`config.mk`:
```
export PLATFORM = sky130hd
export DESIGN_NAME = ex_issue_sched
export DESIGN_NICKNAME = d
export VERILOG_FILES = /design/src/rtl/ex_issue_sched.sv
export SDC_FILE = /design/constraint.sdc
export NUM_CORES = 1
export LEC_CHECK = 0
export CAP_MARGIN = 15
export CORE_MARGIN = 2
export CORE_UTILIZATION = 52
export CTS_CLUSTER_SIZE = 10
export DETAILED_ROUTE_END_ITERATION = 10
export MAX_ROUTING_LAYER = met4
export PLACE_DENSITY = 0.84
export REMOVE_ABC_BUFFERS = 1
export SYNTH_ARGS = -nofsm -noshare
export SYNTH_HDL_FRONTEND = slang
export SYNTH_SLANG_ARGS = --single-unit
```
`constraint.sdc`:
```
create_clock -name clk -period 9.25 [get_ports clk]
set_clock_uncertainty 0.2 [all_clocks]
set_input_delay 2.775 -clock clk [delete_from_list [all_inputs] [get_ports clk]]
set_output_delay 2.775 -clock clk [all_outputs]
set_load 0.05 [all_outputs]
```
`src/rtl/ex_issue_sched.sv`:
```
// EX-stage issue scheduler: accepts one decoded op per cycle, drives the
// one-hot result-register selects, sequences the fixed-latency MUL unit and
// the handshaked load unit, and keeps the shared write-back port to at most
// one write per cycle.
module ex_issue_sched #(
    parameter int unsigned MUL_LAT = 3,
    parameter int unsigned RD_W    = 5
) (
    input  logic            clk,
    input  logic            rst,
    input  logic            issue_valid_i,
    output logic            issue_ready_o,
    input  logic [2:0]      issue_op_i,
    input  logic [RD_W-1:0] issue_rd_i,
    input  logic            flush_i,
    output logic            mul_start_o,
    output logic            ld_req_o,
    input  logic            ld_ack_i,
    output logic            ctrl_addsub_o,
    output logic            ctrl_mul_o,
    output logic            ctrl_shift_o,
    output logic            ctrl_logic_o,
    output logic            ctrl_ld_o,
    output logic            ctrl_br_o,
    output logic            wb_valid_o,
    output logic [RD_W-1:0] wb_rd_o,
    output logic            illegal_o,
    output logic            busy_o
);

    typedef enum logic [2:0] {
        OP_ADDSUB = 3'd0,
        OP_MUL    = 3'd1,
        OP_SHIFT  = 3'd2,
        OP_LOGIC  = 3'd3,
        OP_LD     = 3'd4,
        OP_BR     = 3'd5,
        OP_ILL6   = 3'd6,
        OP_ILL7   = 3'd7
    } op_e;

    typedef enum logic {
        S_IDLE    = 1'b0,
        S_LD_WAIT = 1'b1
    } state_e;

    // The counter holds the cycles left until the MUL write slot; it reaches 1
    // in the slot (MUL_LAT-1 cycles after the start pulse) and the write-back
    // follows one cycle later, MUL_LAT cycles after the start pulse.
    localparam logic [3:0] MUL_LOAD = 4'(MUL_LAT - 1);

    state_e          state_q, state_d;
    logic [3:0]      mul_cnt_q, mul_cnt_d;
    logic [RD_W-1:0] mul_rd_q, mul_rd_d;
    logic [RD_W-1:0] ld_rd_q, ld_rd_d;
    logic            ld_kill_q, ld_kill_d;
    logic            ld_req_q, ld_req_d;
    logic            wb_valid_q, wb_valid_d;
    logic [RD_W-1:0] wb_rd_q, wb_rd_d;

    op_e  op;
    logic is_single;
    logic is_mul;
    logic is_ld;
    logic is_illegal;
    logic mul_busy;
    logic mul_slot;
    logic ld_wait;
    logic op_gate;
    logic accept;
    logic ld_hit;

    assign op         = op_e'(issue_op_i);
    assign is_single  = (op == OP_ADDSUB) || (op == OP_SHIFT) ||
                        (op == OP_LOGIC)  || (op == OP_BR);
    assign is_mul     = (op == OP_MUL);
    assign is_ld      = (op == OP_LD);
    assign is_illegal = (op == OP_ILL6) || (op == OP_ILL7);
    assign mul_busy   = (mul_cnt_q != 4'd0);
    assign mul_slot   = (mul_cnt_q == 4'd1);
    assign ld_wait    = (state_q == S_LD_WAIT);

    // Per-op issue gate: MUL/LD need the MUL unit idle; single-cycle ops only
    // wait when they would overtake an in-flight MUL to the same register.
    always_comb begin
        // NOTE: every always_comb output gets a default first so no path leaves it unassigned (no latch).
        op_gate = 1'b1;
        if (is_mul || is_ld) begin
            op_gate = !mul_busy;
        end else if (is_single) begin
            op_gate = !(mul_busy && (issue_rd_i == mul_rd_q));
        end
    end

    assign issue_ready_o = !rst && !flush_i && !ld_wait && !mul_slot && op_gate;
    assign accept        = issue_valid_i && issue_ready_o;

    // A load result is bypassed straight onto the port in the ack cycle unless
    // the load was killed by a flush (earlier, or in this very cycle).
    assign ld_hit = ld_wait && ld_ack_i && !ld_kill_q && !flush_i && !rst;

    assign ctrl_addsub_o = accept && (op == OP_ADDSUB);
    assign ctrl_shift_o  = accept && (op == OP_SHIFT);
    assign ctrl_logic_o  = accept && (op == OP_LOGIC);
    assign ctrl_br_o     = accept && (op == OP_BR);
    assign ctrl_mul_o    = mul_slot && !flush_i && !rst;
    assign ctrl_ld_o     = ld_hit;
    assign mul_start_o   = accept && is_mul;
    assign illegal_o     = accept && is_illegal;
    assign ld_req_o      = ld_req_q;
    assign wb_valid_o    = wb_valid_q || ld_hit;
    assign wb_rd_o       = ld_hit ? ld_rd_q : wb_rd_q;
    assign busy_o        = mul_busy || ld_wait;

    // MUL countdown and the registered write-back of single-cycle ops and MUL.
    always_comb begin
        mul_cnt_d  = mul_cnt_q;
        mul_rd_d   = mul_rd_q;
        wb_valid_d = 1'b0;
        wb_rd_d    = wb_rd_q;

        if (flush_i) begin
            mul_cnt_d = 4'd0;
        end else if (accept && is_mul) begin
            mul_cnt_d = MUL_LOAD;
            mul_rd_d  = issue_rd_i;
        end else if (mul_busy) begin
            mul_cnt_d = mul_cnt_q - 4'd1;
        end

        // The reserved slot guarantees a single-cycle op and the MUL never
        // compete for the same write-back cycle.
        if (mul_slot) begin
            wb_valid_d = !flush_i;
            wb_rd_d    = mul_rd_q;
        end else if (accept && is_single) begin
            wb_valid_d = 1'b1;
            wb_rd_d    = issue_rd_i;
        end
    end

    // Load FSM: IDLE issues the request, LD_WAIT holds it until the ack.
    always_comb begin
        state_d   = state_q;
        ld_rd_d   = ld_rd_q;
        ld_kill_d = ld_kill_q;
        ld_req_d  = ld_req_q;

        unique case (state_q)
            S_IDLE: begin
                if (accept && is_ld) begin
                    state_d   = S_LD_WAIT;
                    ld_req_d  = 1'b1;
                    ld_rd_d   = issue_rd_i;
                    ld_kill_d = 1'b0;
                end
            end
            S_LD_WAIT: begin
                if (ld_ack_i) begin
                    state_d   = S_IDLE;
                    ld_req_d  = 1'b0;
                    ld_kill_d = 1'b0;
                end else if (flush_i) begin
                    // The request stays up until the memory side answers; the
                    // answer is then consumed without a write-back.
                    ld_kill_d = 1'b1;
                end
            end
            default: state_d = S_IDLE;
        endcase
    end

    // State registers with synchronous reset; reset abandons all work at once.
    always_ff @(posedge clk) begin
        // NOTE: sequential state uses non-blocking assignments so every register samples pre-edge values.
        if (rst) begin
            state_q    <= S_IDLE;
            mul_cnt_q  <= 4'd0;
            mul_rd_q   <= '0;
            ld_rd_q    <= '0;
            ld_kill_q  <= 1'b0;
            ld_req_q   <= 1'b0;
            wb_valid_q <= 1'b0;
            wb_rd_q    <= '0;
        end else begin
            state_q    <= state_d;
            mul_cnt_q  <= mul_cnt_d;
            mul_rd_q   <= mul_rd_d;
            ld_rd_q    <= ld_rd_d;
            ld_kill_q  <= ld_kill_d;
            ld_req_q   <= ld_req_d;
            wb_valid_q <= wb_valid_d;
            wb_rd_q    <= wb_rd_d;
        end
    end

endmodule

```
Yosys cells after proc, flatten, opt, wreduce, memory -nomap -nowiden:

Cells that the tools add are included.
W data, S select, Z words.

* add/subtract/negate cells: 1
* equality and inequality tests: 12
* muxes and demuxes: 19
* bitwise gates (word level): 2
* reduce and logical (&&, ||, !) cells: 44

Operators by type and width (number)
* $logic_and A1 B1 Y1: 20
* $mux W5: 3
* $eq A3 B3 Y1 const B: 4
* $mux W1: 11
* $reduce_and A2 Y1: 4
* $logic_not A1 Y1: 7
* $logic_or A1 B1 Y1: 7
* $eq A3 B2 Y1 const B: 2
* $pmux W1 S2: 3
* $eq A5 B5 Y1: 1
* $eq A4 B1 Y1 const B: 1
* $mux W2: 2
* $ne A2 B2 Y1 const B: 2
* $reduce_bool A2 Y1: 2
* $reduce_bool A4 Y1: 1
* $sub A4 B1 Y4 const B: 1
* $eq A3 B1 Y1 const B: 1
* $logic_not A3 Y1: 1
* $ne A3 B3 Y1 const B: 1
* $reduce_or A3 Y1: 1
* $not A1 Y1: 2
* $reduce_or A2 Y1: 1

* flip-flop bits (word level): 23
* bits of input ports: 13
* output and inout bits: 17

Depth between registers and ports, before layout:

* depth in word-level cells: 11
* gate-level depth with buffers: 8
* mapped depth without buffers: 6

Worst setup path after synthesis:

Ideal clock, no wire load.

* path type: input-to-output
* start point: input rst
* end point: output ctrl_addsub_o
* data arrival time: 4931 ps
* data required time: 6275 ps
* slack: 1344 ps
* stages: 6
* buffers on the path: 1
* cell sequence: nor3_1 -> o311a_1 -> buf_6 -> and2_1 -> nand2_1 -> nor4_1

* cells in the longest elaborated chain, start to end: 7

RTL lines
* start, declared: line 10 `input logic rst,`
* $logic_not A1 Y1: line 95 `assign issue_ready_o = !rst && !flush_i && !ld_wait && !mul_slot && op_gate;`
* $logic_and A1 B1 Y1 (4 in a row): line 95
* $logic_and A1 B1 Y1: line 96 `assign accept = issue_valid_i && issue_ready_o;`
* $logic_and A1 B1 Y1: line 102 `assign ctrl_addsub_o = accept && (op == OP_ADDSUB);`
* end, declared: line 19 `output logic ctrl_addsub_o,`

No other way between the ends.

Worst setup path in the final report:

* start point: input issue_op_i[2]
* end point: output ctrl_addsub_o

* cells in the longest elaborated chain, start to end: 9
* elaborated cells between the ends (all ways): 15
* classes of those cells: eq/ne (5); mux (2); reduce/logical (8)

RTL lines
* start, declared: line 13 `input logic [2:0] issue_op_i,`
* $eq A3 B2 Y1 or $logic_not A3 Y1 (tied branches): line 74, 102
* $logic_or A1 B1 Y1 (2 in a row): line 74 `assign is_single = (op == OP_ADDSUB) || (op == OP_SHIFT) ||`
* $logic_or A1 B1 Y1: line 75 `(op == OP_LOGIC) || (op == OP_BR);`
* $mux W1: line 90 `end else if (is_single) begin`
* $mux W1: line 88 `if (is_mul || is_ld) begin`
* $logic_and A1 B1 Y1: line 95
* $logic_and A1 B1 Y1: line 96
* $logic_and A1 B1 Y1 *: line 102

Mark *: on every way between the ends. The rest lies on a longest branch, timed or not.

==> impl.org <==
** Power
- The design draws 177 µW.
- P per Cell Area :: 115 nW/µm²
- Leakage power summed over all cells :: 0.000584 µW
- VDD sags by at most 0.0962 mV.

** GRT
- Number of global-route vias before repair :: 1058
- Number of antenna violations at the first check in global routing :: 0
- Largest net degree at the start of global routing :: 19
- Total GRT Usage :: 25.6%
- Global routing finished with a remaining overflow of 0.
- First-pass GRT wire length :: 4970 µm

** STA
- Aggregate negative setup slack :: 0 ns
- Final setup slack of the worst path :: 0.882 ns
- Max-Slew Margin vs Limit :: 42.0%
- Pins Over Slew Limit :: 0
- At the pin with the least slew margin, the transition time is 0.859 ns.
- Static timing analysis puts the maximum clock frequency at 0.120 GHz.
- Setup repair after global routing left no endpoint under its margin.
- Post-Route Hold Slack :: 0.300 ns
- Fin crit period :: 8.37 ns
- Setup violations remaining at the end of the flow were counted as 0.
- The final critical path takes up 90.5% of the cycle.
- The number of hold violations in the final report is 0.

** Setup path
- In this run the critical register-to-register path is captured at wb_rd_q[1]$_SDFFE_PP0P_.
- The worst register-to-register path begins at mul_cnt_q[1]$_SDFFE_PP0P_.
- STA puts the critical path data required time at 6.28 ns.
- Kind of launch point of the worst setup path :: primary input
- Along the worst path, the maximum fanout reaches 10.
- Source of the critical timing path :: issue_op_i[2]
- R2r worst-path depth :: 5
- The setup check on the worst reg-to-reg path leaves a slack of 6.63 ns.
- Critical path destination :: ctrl_addsub_o
- The worst setup path is captured at an output port.
- Critical setup path kind :: in2out
- The largest single stage delay on the critical path is 0.84 ns.
- In this design, the critical path's most frequently occurring cell is clkdlybuf4s50_1.
- Cells along the critical path :: clkdlybuf4s50_1, xnor2_1, o311a_1, and2_1, nand2_1, nor4_1, clkdlybuf4s50_1
- STA puts the critical path data arrival time at 5.39 ns.
- Among all stages on the critical path, the largest delay is contributed by clkdlybuf4s50_1.

** Clock network
- The tree is rooted in a clkbuf_4.
- Htree depth :: 1
- The longest clock path from root to sink contains 2 buffers.
- The clock reaches the later pin of the worst-skew pair after 0.32 ns.
- # resized after CTS :: 0
- Sinks on the clock net :: 23
- Number of post-CTS setup repair buffers :: 0
- Hold_buf cts :: 0
- Clock-pin slew was measured on the worst setup and hold paths at 0.13 ns.
- The number of clock buffers added by TritonCTS is 3.
- TritonCTS built the clock tree.

** Route
- Total routed wirelength :: 2990 µm
- Vias per inst :: 5.91
- Length of the first detailed-routing pass in iterations :: 4
- Once detail routing completed, the nets flagged for antenna violations numbered 0.
- # DRC :: 0
- Average wire per cell in the routed design :: 15.5 µm
- The detailed router finished its first iteration with 38 violations.
- The routed layout has 1141 vias.

** Placed design
- Routability cong. :: 0.882
- Summing all placed instances gives a cell area of 1520 µm².
- Final HPWL from detailed placement :: 2120 µm
- Input and output buffers added on the ports amount to 29.
- OpenSTA, run right after detailed placement, puts the worst setup slack at 0.975 ns.

** Logic synthesis
- Counting flops with a built-in enable in the synthesized netlist gives 0.
- For this run, the leading register cell type out of synthesis is dfxtp_1.
- Mean Syn Cell Area :: 8.87 µm²
- Synth warnings :: 0
- For this run, asynchronously set or reset flops after synthesis account for 0%.
- Counting distinct cell types in the post-synthesis netlist gives 38.
- Summing the sequential cell areas from Yosys gives 37.6% of the chip area.
- Among all cell types in the netlist, the one instantiated most often is dfxtp_1.
- Synth top cells by count :: dfxtp_1 (23), nand2_1 (13), a21oi_1 (12), nor2_1 (12), nand4_1 (7)
- Area fraction of the dominant cell type after synthesis :: 37.6%
- Cell types with the largest area share after synthesis :: dfxtp_1 (38%), a21oi_1 (4.9%), mux2i_1 (4.9%), mux2_2 (4.6%), nand2_1 (4.0%)
- Synthesis handed over a netlist of 138 instances.
- Number of storage elements in the synthesis netlist :: 23
- Summed over all instances, the cell type with the most area after synthesis is dfxtp_1.
- Total standard cell area after synthesis :: 1220 µm²

** Finish
- Summing all non-filler instances in the final layout gives an area of 1550 µm².
- 0 antenna diodes ended up in the layout.
- In the final layout, the share of cells above drive strength 1 is 10.3%.
- Relative to the synthesized area, the layout overhead comes to 26.4%.
- Net count, final :: 179

** Floorplanning
- Area inside the core boundary :: 2210 µm²
- For this design the top-level I/O count stands at 30.
- Floorplan die height :: 52.5 µm
- The initial utilization of the core area, before any placement, comes to 55.3%.
- The initialized floorplan defines 17 standard-cell rows.
- Floorplan die area :: 2760 µm²
- The die is 52.5 µm wide.

** Job
- Max-cap violations in this run came to 0.

** Hold path
- Class of the most critical hold timing path :: reg2reg

** Outcome
- Outcome :: completed
==> layout by cell type, fill, tap and decap left out, types with 2 or more instances in the layout <==
cell,synthesis,routed
xor2_1,3,3
nand2b_1,3,3
mux2_2,5,5
or2_2,2,2
nand2_1,13,13
inv_1,3,3
xnor2_1,4,4
a21oi_1,12,12
clkbuf_4,0,3
clkdlybuf4s50_1,0,29
nor4_1,4,4
nor3_1,4,4
a2bb2oi_1,5,5
nand4_1,7,7
o211ai_1,5,5
nor2_1,12,12
dfxtp_1,23,23
and2_1,2,2
mux2i_1,6,6
==> critical path: cells and delay by family <==
kind / cells / cell delay (ns)
buffers and inverters: 2 / 1.39
AO/OA/AOI/OAI: 1 / 0.45
XOR/XNOR: 1 / 0.30
AND/OR/NAND/NOR: 3 / 0.48
==> stage by stage <==
stage	cells	util, %
after floorplan	131	-
after global placement	189	68.7
after detailed placement	189	68.7
after CTS	193	69.9
after global routing	193	69.9
final	193	69.9
==> area by class of cell <==
class | instances | area (µm²)
multi-input cells | 103 | 706
fillers | 181 | 666
flip-flops and latches | 23 | 460
repair buffers | 30 | 298
well taps | 28 | 35.0
clock buffers | 4 | 26.3
inverters | 5 | 21.3
==> flip-flops by register name (all words and copies together) (netlist names) <==
register / flops
ld_rd_q: 5
mul_rd_q: 5
wb_rd_q: 5
mul_cnt_q: 4
ld_kill_q: 1
ld_req_o: 1
ld_wait: 1
wb_valid_q: 1
==> metal layers <==
metal | part of all wire, % | vias to the layer above | track usage (%) | wire length [µm]
met5 | 0 | - | - | 0
met2 | 49 | 51 | 40.0 | 1470
li1 | - | 559 | - | -
met3 | 6.4 | 9 | 3.43 | 190
met1 | 42 | 522 | 33.5 | 1260
met4 | 2.0 | 0 | 10.3 | 61
==> logic make-up (layout without fill, tap and decap cells) <==
| group | count (synthesis) | after routing | share of synthesized area [%] |
|---|---|---|---|
| AND/OR/NAND/NOR | 56 | 56 | 25.6 |
| AO/OA/AOI/OAI | 29 | 29 | 17.6 |
| flip-flops | 23 | 23 | 37.6 |
| buffers and inverters | 12 | 39 | 4.70 |
| multiplexers | 11 | 11 | 9.51 |
| XOR/XNOR | 7 | 7 | 5.01 |
==> how the worst min path moves through the flow <==
| stage | startpoint | end | slack, ns | cells past startpoint |
|---|---|---|---|---|
| after floorplan | mul_rd_q[2]$_SDFFE_PP0P_ | mul_rd_q[2]$_SDFFE_PP0P_ | 0.26 | 2 |
| after global placement | ld_req_o$_SDFFE_PP0P_ | ld_req_o$_SDFFE_PP0P_ | 0.26 | 2 |
| after detailed placement | ld_req_o$_SDFFE_PP0P_ | ld_req_o$_SDFFE_PP0P_ | 0.28 | 2 |
| after CTS | ld_req_o$_SDFFE_PP0P_ | ld_req_o$_SDFFE_PP0P_ | 0.29 | 2 |
| after global routing | ld_req_o$_SDFFE_PP0P_ | ld_req_o$_SDFFE_PP0P_ | 0.33 | 2 |
| final | mul_rd_q[3]$_SDFFE_PP0P_ | mul_rd_q[3]$_SDFFE_PP0P_ | 0.30 | 2 |
==> report_power, final <==
| part | internal (µW) | switching (µW) |
|---|---|---|
| sequential | 100 | 0.686 |
| combinational | 11.3 | 16.8 |
| clock | 16.9 | 31.4 |
Power figures use the tool's default switching activity.
